--- src/rtl/fetch_pc_unit_pkg.sv ---
// Shared fetch-stage types and constants: PC stepping/alignment and the IF/ID bundle.
// Imported by the fetch PC unit, its hold buffer and the IF/ID interface.
package fetch_pc_unit_pkg;

    localparam int unsigned WORD_W    = 32;
    localparam int unsigned INSTR_LEN = 32;

    localparam logic [WORD_W-1:0] PC_STEP       = WORD_W'(4);
    localparam logic [WORD_W-1:0] PC_ALIGN_MASK = ~WORD_W'(3);

    typedef struct packed {
        logic [WORD_W-1:0]    pc;
        logic [INSTR_LEN-1:0] instr;
        logic                 valid;
    } fetch_bundle_t;

    // Sequential successor; anything at or past the memory bound restarts at 0.
    function automatic logic [WORD_W-1:0] next_seq(input logic [WORD_W-1:0] p,
                                                   input logic [WORD_W-1:0] bound);
        logic [WORD_W-1:0] s;
        s = p + PC_STEP;
        return (s >= bound) ? '0 : s;
    endfunction

endpackage

--- src/rtl/fetch_pc_unit_if.sv ---
// Fetch-stage bus: redirect/stall control and imem data in, fetch PC and IF/ID outputs out.
// The slave modport is the fetch unit; master is the surrounding pipeline and memory.
interface fetch_pc_unit_if;
    import fetch_pc_unit_pkg::*;

    logic                 stall;
    logic                 branch_taken;
    logic [WORD_W-1:0]    branch_target;
    logic [INSTR_LEN-1:0] instruction;
    logic [WORD_W-1:0]    pc;
    logic [WORD_W-1:0]    id_pc;
    logic [INSTR_LEN-1:0] id_instr;
    logic                 id_valid;

    modport master (
        output stall, branch_taken, branch_target, instruction,
        input  pc, id_pc, id_instr, id_valid
    );

    modport slave (
        input  stall, branch_taken, branch_target, instruction,
        output pc, id_pc, id_instr, id_valid
    );

endinterface

--- src/rtl/fetch_pc_unit_if_hold_buf.sv ---
// IF/ID stall hold buffer: captures the returned word on the first stall edge so decode
// keeps seeing it while the memory keeps re-reading the already advanced PC.
module if_hold_buf
    import fetch_pc_unit_pkg::*;
(
    input  logic                 clk_i,
    input  logic                 rst_ni,
    input  logic                 branch_i,
    input  logic                 stall_i,
    input  logic [INSTR_LEN-1:0] instr_i,
    output logic [INSTR_LEN-1:0] id_instr_o
);

    logic [INSTR_LEN-1:0] hold_q, hold_d;
    logic                 hold_vld_q, hold_vld_d;

    always_comb begin
        // NOTE: every always_comb output gets a default first so no path infers a latch.
        hold_d     = hold_q;
        hold_vld_d = hold_vld_q;
        if (branch_i) begin
            hold_vld_d = 1'b0;
        end else if (stall_i) begin
            if (!hold_vld_q) begin
                hold_d     = instr_i;
                hold_vld_d = 1'b1;
            end
        end else begin
            hold_vld_d = 1'b0;
        end
    end

    always_ff @(posedge clk_i) begin
        // NOTE: hold_q is a datapath register, yet it is cleared on reset so no stale word can leak out.
        if (!rst_ni) begin
            hold_q     <= '0;
            hold_vld_q <= 1'b0;
        end else begin
            // NOTE: non-blocking assignments keep all registers updating from pre-edge values.
            hold_q     <= hold_d;
            hold_vld_q <= hold_vld_d;
        end
    end

    assign id_instr_o = hold_vld_q ? hold_q : instr_i;

endmodule

--- src/rtl/fetch_pc_unit.sv ---
// Fetch-stage PC generator: sequential/branch/stall PC update and pairing of each
// synchronously read instruction with the PC that fetched it for decode.
module fetch_pc_unit
    import fetch_pc_unit_pkg::*;
#(
    parameter logic [WORD_W-1:0] RESET_PC   = '0,
    parameter int unsigned       IMEM_BYTES = 64
) (
    input  logic          clk,
    input  logic          rst_n,
    fetch_pc_unit_if.slave fif
);

    localparam logic [WORD_W-1:0] IMEM_BOUND = WORD_W'(IMEM_BYTES);

    logic [WORD_W-1:0]    pc_q, pc_d;
    logic [WORD_W-1:0]    fpc_q, fpc_d;
    logic                 vld_q, vld_d;
    logic [INSTR_LEN-1:0] id_instr;
    fetch_bundle_t        id_bundle;

    // Branch beats stall beats advance; a branch squashes the word already in flight.
    always_comb begin
        pc_d  = pc_q;
        fpc_d = fpc_q;
        vld_d = vld_q;
        if (fif.branch_taken) begin
            pc_d  = fif.branch_target & PC_ALIGN_MASK;
            vld_d = 1'b0;
        end else if (!fif.stall) begin
            fpc_d = pc_q;
            vld_d = 1'b1;
            pc_d  = next_seq(pc_q, IMEM_BOUND);
        end
    end

    always_ff @(posedge clk) begin
        if (!rst_n) begin
            pc_q  <= RESET_PC;
            fpc_q <= RESET_PC;
            vld_q <= 1'b0;
        end else begin
            pc_q  <= pc_d;
            fpc_q <= fpc_d;
            vld_q <= vld_d;
        end
    end

    if_hold_buf u_hold_buf (
        .clk_i      (clk),
        .rst_ni     (rst_n),
        .branch_i   (fif.branch_taken),
        .stall_i    (fif.stall),
        .instr_i    (fif.instruction),
        .id_instr_o (id_instr)
    );

    assign id_bundle.pc    = fpc_q;
    assign id_bundle.instr = id_instr;
    assign id_bundle.valid = vld_q;

    assign fif.pc       = pc_q;
    assign fif.id_pc    = id_bundle.pc;
    assign fif.id_instr = id_bundle.instr;
    assign fif.id_valid = id_bundle.valid;

endmodule

--- src/flat_wrapper.sv ---
// flat-port wrapper written by rule: the top's interface ports become plain ports
module fetch_pc_unit_flat import fetch_pc_unit_pkg::*;
#(
    parameter logic [WORD_W-1:0] RESET_PC   = '0,
    parameter int unsigned       IMEM_BYTES = 64
)
  (clk, rst_n, fif_stall, fif_branch_taken, fif_branch_target, fif_instruction, fif_pc, fif_id_pc, fif_id_instr, fif_id_valid);
  fetch_pc_unit_if fif_i ();
  input  logic clk;
  input  logic rst_n;
  input wire logic [$bits(fif_i.stall)-1:0] fif_stall;
  input wire logic [$bits(fif_i.branch_taken)-1:0] fif_branch_taken;
  input wire logic [$bits(fif_i.branch_target)-1:0] fif_branch_target;
  input wire logic [$bits(fif_i.instruction)-1:0] fif_instruction;
  output wire logic [$bits(fif_i.pc)-1:0] fif_pc;
  output wire logic [$bits(fif_i.id_pc)-1:0] fif_id_pc;
  output wire logic [$bits(fif_i.id_instr)-1:0] fif_id_instr;
  output wire logic [$bits(fif_i.id_valid)-1:0] fif_id_valid;
  assign fif_i.stall = fif_stall;
  assign fif_i.branch_taken = fif_branch_taken;
  assign fif_i.branch_target = fif_branch_target;
  assign fif_i.instruction = fif_instruction;
  assign fif_pc = fif_i.pc;
  assign fif_id_pc = fif_i.id_pc;
  assign fif_id_instr = fif_i.id_instr;
  assign fif_id_valid = fif_i.id_valid;
  fetch_pc_unit #(.RESET_PC(RESET_PC), .IMEM_BYTES(IMEM_BYTES)) u_core (.clk(clk), .rst_n(rst_n), .fif(fif_i));
endmodule
--- config.mk ---
export PLATFORM = sky130hd
export DESIGN_NAME = fetch_pc_unit_flat
export DESIGN_NICKNAME = d
export VERILOG_FILES = /design/src/rtl/fetch_pc_unit_pkg.sv /design/src/rtl/fetch_pc_unit_if.sv /design/src/rtl/fetch_pc_unit_if_hold_buf.sv /design/src/rtl/fetch_pc_unit.sv /design/src/flat_wrapper.sv
export SDC_FILE = /design/constraint.sdc
export NUM_CORES = 1
export LEC_CHECK = 0
export CAP_MARGIN = 5
export CORE_UTILIZATION = 40
export DETAILED_ROUTE_END_ITERATION = 7
export PLACE_DENSITY_LB_ADDON = 0.1
export RECOVER_POWER = 100
export SYNTH_ARGS = -nofsm -noshare
export SYNTH_HDL_FRONTEND = slang
export SYNTH_SLANG_ARGS = --single-unit
--- constraint.sdc ---
create_clock -name clk -period 2.75 [get_ports clk]
set_input_delay 0.55 -clock clk [delete_from_list [all_inputs] [get_ports clk]]
set_output_delay 0.55 -clock clk [all_outputs]
set_load 0.005 [all_outputs]
Yosys cells after proc, flatten, opt, wreduce, memory -nomap -nowiden. Index checks and enable logic that the tools add are counted.

Input bits: 68. Output and inout bits: 97. Logic and storage cells: 20. Flip-flop bits (word level): 98.

Eq/ne operators: 1. Magnitude comparators: 1. Reductions and logical operators: 3. Multiplexer cells: 5. Add/subtract/negate cells: 1. Bitwise gates (word level): 3.

Operators with widths (number): 2-to-1 mux 32 bit (4); adder 32 x 3 -> 32 bit (second input constant) (1); greater-or-equal comparator 32 x 7 -> 1 bit (second input constant) (1); AND reduction 2 bit (2); NOT 1 bit (3); != test 2 x 1 -> 1 bit (second input constant) (1); OR reduction 2 bit (1); 2-to-1 mux 1 bit (1).

Longest topological paths before layout. Gate-level depths: netlist of run 1.

Depth after elaboration: 5. Gate-level depth with buffers: 9. Gate-level depth less buffers: 8.

By module. From an unflattened synthesis of run 1, not the netlist that was laid out.

Cells, all modules: 601. Area, all modules: 4932.2 µm².

By module, submodules not included: fetch_pc_unit (area an instance 3200.6 µm², instances 1, sequential area each 1301.2 µm², cells an instance 423); if_hold_buf (area an instance 1731.7 µm², instances 1, sequential area each 660.6 µm², cells an instance 178).

Worst setup path after synthesis of run 1. No wires, ideal clock.

Path type: flip-flop to flip-flop. From: register u_core.pc_q[2] (netlist: u_core.fif.pc[2]). To: register u_core.pc_q[4] (netlist: u_core.fif.pc[4]). Data required time: 2.689 ns. Arrival time: 2.289 ns. Path buffers: 0. Library setup time: 0.061 ns. Cell stages (with the launch flop): 9. Slack: 0.401 ns. Cell sequence: dfxtp_1 -> ha_1 -> and4_1 -> and4_1 -> a211oi_1 -> a31oi_1 -> or4_4 -> nor4_4 -> a32o_1.

Longest elaborated chain between the ends: 5.

RTL lines: from (decl) (RTL line fetch_pc_unit.sv:16) `logic [WORD_W-1:0] pc_q, pc_d;`; from (signal assigned) (RTL line fetch_pc_unit.sv:43) `pc_q <= pc_d;`; adder 32 x 3 -> 32 bit * (RTL line fetch_pc_unit_pkg.sv:21) `s = p + PC_STEP;`; greater-or-equal comparator 32 x 7 -> 1 bit (RTL line fetch_pc_unit_pkg.sv:22) `return (s >= bound) ? '0 : s;`; 2-to-1 mux 32 bit * (RTL line fetch_pc_unit_pkg.sv:22); 2-to-1 mux 32 bit * (RTL line fetch_pc_unit.sv:30) `end else if (!fif.stall) begin`; 2-to-1 mux 32 bit * (RTL line fetch_pc_unit.sv:27) `if (fif.branch_taken) begin`.

Mark *: on every way between the ends. The rest lies on a longest branch, timed or not. The select of a mux whose other input is x is not followed. A chain may end at the register's enable or synchronous reset.

Final worst setup path of run 1.
From: register u_core.u_hold_buf.hold_vld_q. To: output port fif_id_instr[0].

Longest elaborated chain between the ends: 1.

RTL lines: from (decl) (RTL line fetch_pc_unit_if_hold_buf.sv:15) `logic hold_vld_q, hold_vld_d;`; from (signal assigned) (RTL line fetch_pc_unit_if_hold_buf.sv:41) `hold_vld_q <= hold_vld_d;`; 2-to-1 mux 32 bit; to (decl) (RTL line flat_wrapper.sv:17) `output wire logic [$bits(fif_i.id_instr)-1:0] fif_id_instr;`.

No other way between the ends.

==> impl_metrics.prom, run 1 <==
# TYPE chip_impl_metric gauge
chip_impl_metric{name="route.detailed.wl_per_inst",unit="µm"} 14.7
chip_impl_metric{name="route.detailed.drc",unit=""} 18
chip_impl_metric{name="final_core_util",unit="%"} 59.3
chip_impl_metric{name="worst_path_required_time",unit="ps"} 2200
chip_impl_metric{name="post_route_cells_drive_above_1_share",unit="%"} 7.61
chip_impl_metric{name="worstMarginPinSlew",unit="ps"} 874
chip_impl_metric{name="global_route_wire_length_before_repair",unit="µm"} 20900
chip_impl_metric{name="final_period_demand_of_the_worst_path",unit="ps"} 2590
chip_impl_metric{name="length_of_the_first_detailed_routing_pass_in_iterations",unit=""} 7
chip_impl_metric{name="place.port_buffers",unit=""} 162
chip_impl_metric{name="synth_nets",unit=""} 628
chip_impl_metric{name="final-hold-violation-count",unit=""} 0
chip_impl_metric{name="core.rowCount",unit=""} 39
chip_impl_metric{name="clock_tree.buffer_depth",unit=""} 2
chip_impl_metric{name="initial_drc_count",unit=""} 152
chip_impl_metric{name="cellPowerDensity",unit="mW/mm²"} 495
chip_impl_metric{name="via_count_of_the_first_global_routing_pass",unit=""} 4181
chip_impl_metric{name="seq_area_frac_synth",unit="%"} 41.0
chip_impl_info{name="worst_setup_path_end_kind",value="output pin"} 1
chip_impl_metric{name="core",unit="mm²"} 0.0115
chip_impl_metric{name="synth.lib_cells_used.distinct",unit=""} 50
chip_impl_metric{name="antenna-diode-count",unit=""} 0
chip_impl_metric{name="cp_data_arrival_time",unit="ps"} 2040
chip_impl_metric{name="grt_util_all_layers",unit="%"} 21.0
chip_impl_info{name="min_to",value="u_core.fif.id_valid$_SDFFE_PP0N_"} 1
chip_impl_info{name="failed_checks",value="DRC"} 1
chip_impl_metric{name="area_growth_syn_to_layout",unit="%"} 42.6
chip_impl_metric{name="logic_depth_of_the_worst_register_to_register_path",unit=""} 9
chip_impl_info{name="cts_tree",value="yes"} 1
chip_impl_metric{name="detailed_place_hpwl",unit="µm"} 8980
chip_impl_info{name="launching_element_type_of_the_critical_path",value="register"} 1
chip_impl_metric{name="max-cap-violations",unit=""} 0
chip_impl_metric{name="synth_async_sr_flop_share",unit="%"} 0
chip_impl_info{name="yosys.area.top_type",value="sky130_fd_sc_hd__dfxtp_1"} 1
chip_impl_metric{name="syn_avg_cell_area",unit="µm²"} 8.56
chip_impl_metric{name="floorplan.die_area",unit="mm²"} 0.0124
chip_impl_info{name="outcome",value="complete, but fails checks"} 1
chip_impl_metric{name="static-leakage-power",unit="nW"} 2.66
chip_impl_metric{name="fin_nets",unit=""} 774
chip_impl_metric{name="finalCritPeriodShare",unit="%"} 94.3
chip_impl_info{name="yosys.cell_count.top_type",value="sky130_fd_sc_hd__nand2_1"} 1
chip_impl_metric{name="setup_tns",unit="ps"} 0
chip_impl_metric{name="place.gp.congestion",unit=""} 0.787
chip_impl_metric{name="synth.cell_area",unit="mm²"} 0.00479
chip_impl_metric{name="synth_enable_flop_cells",unit=""} 0
chip_impl_metric{name="critical_path.max_fanout",unit=""} 23
chip_impl_metric{name="yosys_warning_count",unit=""} 0
chip_impl_metric{name="die_width",unit="µm"} 111
chip_impl_metric{name="initial_utilization",unit="%"} 41.6
chip_impl_metric{name="maximum_vdd_ir_drop",unit="µV"} 312
chip_impl_info{name="dominantRegCellSynth",value="sky130_fd_sc_hd__dfxtp_1"} 1
chip_impl_metric{name="number_of_cts_inserted_buffers",unit=""} 9
chip_impl_metric{name="drt-vias-per-instance",unit=""} 5.08
chip_impl_metric{name="maxSlewViolCount",unit=""} 0
chip_impl_info{name="crit-reg2reg-launch",value="u_core.fif.pc[3]$_SDFFE_PN0N_"} 1
chip_impl_metric{name="worst-r2r-setup-slack",unit="ps"} 230
chip_impl_metric{name="post-synth-top-area-fraction",unit="%"} 41.0
chip_impl_info{name="min-delay-start",value="u_core.fif.id_valid$_SDFFE_PP0N_"} 1
chip_impl_metric{name="fmax",unit="MHz"} 385
chip_impl_metric{name="antenna_violating_nets_left",unit=""} 0
chip_impl_info{name="rsz_0062_raised_after_global_routing",value="no"} 1
chip_impl_metric{name="clock_insertion_delay_worst_skew",unit="ps"} 350
chip_impl_info{name="commonest_cells_in_the_netlist",value="132 x sky130_fd_sc_hd__nand2_1, 98 x sky130_fd_sc_hd__dfxtp_1, 36 x sky130_fd_sc_hd__clkbuf_1, 36 x sky130_fd_sc_hd__mux2i_1, 34 x sky130_fd_sc_hd__nor2b_1"} 1
chip_impl_metric{name="grt_start_max_net_pins",unit=""} 46
chip_impl_metric{name="antenna_found_initial",unit=""} 0
chip_impl_metric{name="number_of_setup_violations_in_the_final_report",unit=""} 0
chip_impl_info{name="worst-setup-path-type",value="register to output pin"} 1
chip_impl_info{name="cell_chosen_for_the_clock_root",value="sky130_fd_sc_hd__clkbuf_16"} 1
chip_impl_metric{name="die_h",unit="µm"} 111
chip_impl_metric{name="grt_remaining_overflow",unit=""} 0
chip_impl_metric{name="min_path_cells",unit=""} 2
chip_impl_metric{name="total_power_draw",unit="mW"} 3.38
chip_impl_metric{name="final.setup_skew",unit="ps"} 6.17
chip_impl_info{name="synth_area_leaders",value="sky130_fd_sc_hd__dfxtp_1 41%, sky130_fd_sc_hd__nand2_1 10%, sky130_fd_sc_hd__mux2i_1 7.5%, sky130_fd_sc_hd__mux2_2 7.5%, sky130_fd_sc_hd__a21boi_0 5.2%"} 1
chip_impl_metric{name="relative_slew_slack",unit="%"} 41.7
chip_impl_metric{name="sinks_on_the_clock_net",unit=""} 98
chip_impl_metric{name="cts.htree.levels",unit=""} 3
chip_impl_metric{name="synthesis.instances",unit=""} 559
chip_impl_metric{name="via_count",unit=""} 4330
chip_impl_metric{name="num_io_pins",unit=""} 165
chip_impl_metric{name="cts_hold_buf",unit=""} 0
chip_impl_metric{name="ys_ff_latch",unit=""} 98
chip_impl_metric{name="clkTransAtPathRegs",unit="ps"} 70
chip_impl_info{name="worst_hold_path_type",value="register to register"} 1
chip_impl_info{name="worstReg2RegEnd",value="u_core.fif.pc[5]$_SDFFE_PN0N_"} 1
chip_impl_metric{name="routed_wirelength",unit="µm"} 12600
-- routing by layer --
layer	global-route usage, %	part of all wire (%)	wire length (µm)
met1	27.0	46	5790
met2	33.7	47	5930
met3	4.95	4.8	604
met4	9.19	2.0	252
met5	0	0	0
-- kinds of logic (layout without fill, tap and decap cells) --
logic type / count (synthesis) / count (layout) / share of synthesized area [%]
simple gates: 255 / 255 / 26.6
flops: 98 / 98 / 41.0
xor+xnor: 10 / 10 / 1.83
mux: 68 / 68 / 15.1
buf+inv: 46 / 197 / 3.92
compound gates: 81 / 81 / 11.3
fa+ha+maj: 1 / 1 / 0.261
-- state kept, by name (all words and copies together), names as in the netlist --
name                          cells
u_core.u_hold_buf.hold_vld_q      1
u_core.u_hold_buf.hold_q         32
u_core.fif.pc                    32
u_core.fif.id_valid               1
u_core.fif.id_pc                 32
-- power breakdown --
group	internal, mW	total (mW)	leakage (nW)	switching [mW]
Combinational	0.293	0.488	1.70	0.195
Clock	0.819	1.36	0.156	0.541
Sequential	1.47	1.53	0.800	0.0577
Total	2.59	3.38	2.66	0.793
-- how the worst max path moves through the flow --
stage	slack, ps	end	cells after the start	from
floorplan	400	u_core.fif.pc[4]$_SDFFE_PN0N_	8	u_core.fif.pc[2]$_SDFFE_PN0N_
global placement	200	u_core.fif.pc[5]$_SDFFE_PN0N_	8	u_core.fif.pc[3]$_SDFFE_PN0N_
detailed placement	180	u_core.fif.pc[5]$_SDFFE_PN0N_	8	u_core.fif.pc[3]$_SDFFE_PN0N_
CTS	150	u_core.fif.pc[5]$_SDFFE_PN0N_	8	u_core.fif.pc[3]$_SDFFE_PN0N_
global route	20	u_core.fif.pc[4]$_SDFFE_PN0N_	9	u_core.fif.pc[3]$_SDFFE_PN0N_
finish	160	fif_id_instr[0]	3	u_core.u_hold_buf.hold_vld_q$_SDFF_PP0_
-- cell usage in the layout (no fill, tap or decap), types with 3 or more instances in the layout --
master and n:
sky130_fd_sc_hd__nor4_1 3, sky130_fd_sc_hd__nand3_1 12, sky130_fd_sc_hd__nor2_1 7, sky130_fd_sc_hd__and4_1 4, sky130_fd_sc_hd__nor2b_1 34, sky130_fd_sc_hd__o211a_1 3
sky130_fd_sc_hd__mux2i_1 36, sky130_fd_sc_hd__nand4_1 6, sky130_fd_sc_hd__mux2_2 13, sky130_fd_sc_hd__and3_2 3, sky130_fd_sc_hd__clkbuf_16 9, sky130_fd_sc_hd__a31oi_1 3
sky130_fd_sc_hd__xor2_1 4, sky130_fd_sc_hd__clkdlybuf4s50_1 96, sky130_fd_sc_hd__inv_1 3, sky130_fd_sc_hd__nor3_1 11, sky130_fd_sc_hd__and2_1 6, sky130_fd_sc_hd__dfxtp_1 98
sky130_fd_sc_hd__a21boi_0 33, sky130_fd_sc_hd__nand2_1 132, sky130_fd_sc_hd__xnor2_1 6, sky130_fd_sc_hd__buf_4 10, sky130_fd_sc_hd__mux2_1 19, sky130_fd_sc_hd__clkbuf_1 5
sky130_fd_sc_hd__dlygate4sd3_1 64, sky130_fd_sc_hd__and2_0 23, sky130_fd_sc_hd__o21ai_0 29
-- cell type report --
type	instances	area, µm²
flip-flops and latches	98	1960
clock inverters	5	77.6
fillers	1061	4690
repair buffers	178	1730
inverters	3	11.3
clock buffers	11	243
multi-input cells	415	2630
well taps	143	179
-- critical path, cell delays in order, from the launching register on --
cell                              delay [ps]
sky130_fd_sc_hd__dfxtp_1                 330
sky130_fd_sc_hd__clkbuf_2                480
sky130_fd_sc_hd__mux2_1                  410
sky130_fd_sc_hd__clkdlybuf4s50_1         470
-- per-stage QoR --
| stage | hold WS (ps) | area, µm² | setup WS, ps | instances |
|---|---|---|---|---|
| finish | 458 | 6820 | 156 | 853 |
| detailed placement | 458 | 6540 | 182 | 836 |
| global placement | 448 | 6540 | 197 | 836 |
| floorplan | 454 | 4790 | 401 | 559 |
| global route | 483 | 6820 | 19.6 | 853 |
| CTS | 467 | 6860 | 145 | 852 |
-- timing repair --
| item | 4_1_cts | 5_1_grt |
|---|---|---|
| gates resized for setup | 0 | 0 |
| buffers inserted | 0 | 1 |
| endpoints found under the setup margin | 0 | 6 |
No activity file was read; power rests on OpenSTA's default activity.
==> inputs of run 2 (changes only) <==
Settings changed: CTS_CLUSTER_DIAMETER set to 100.
==> results of run 2 <==
The final DEF is identical to that of run 1; final timing and power are the same.
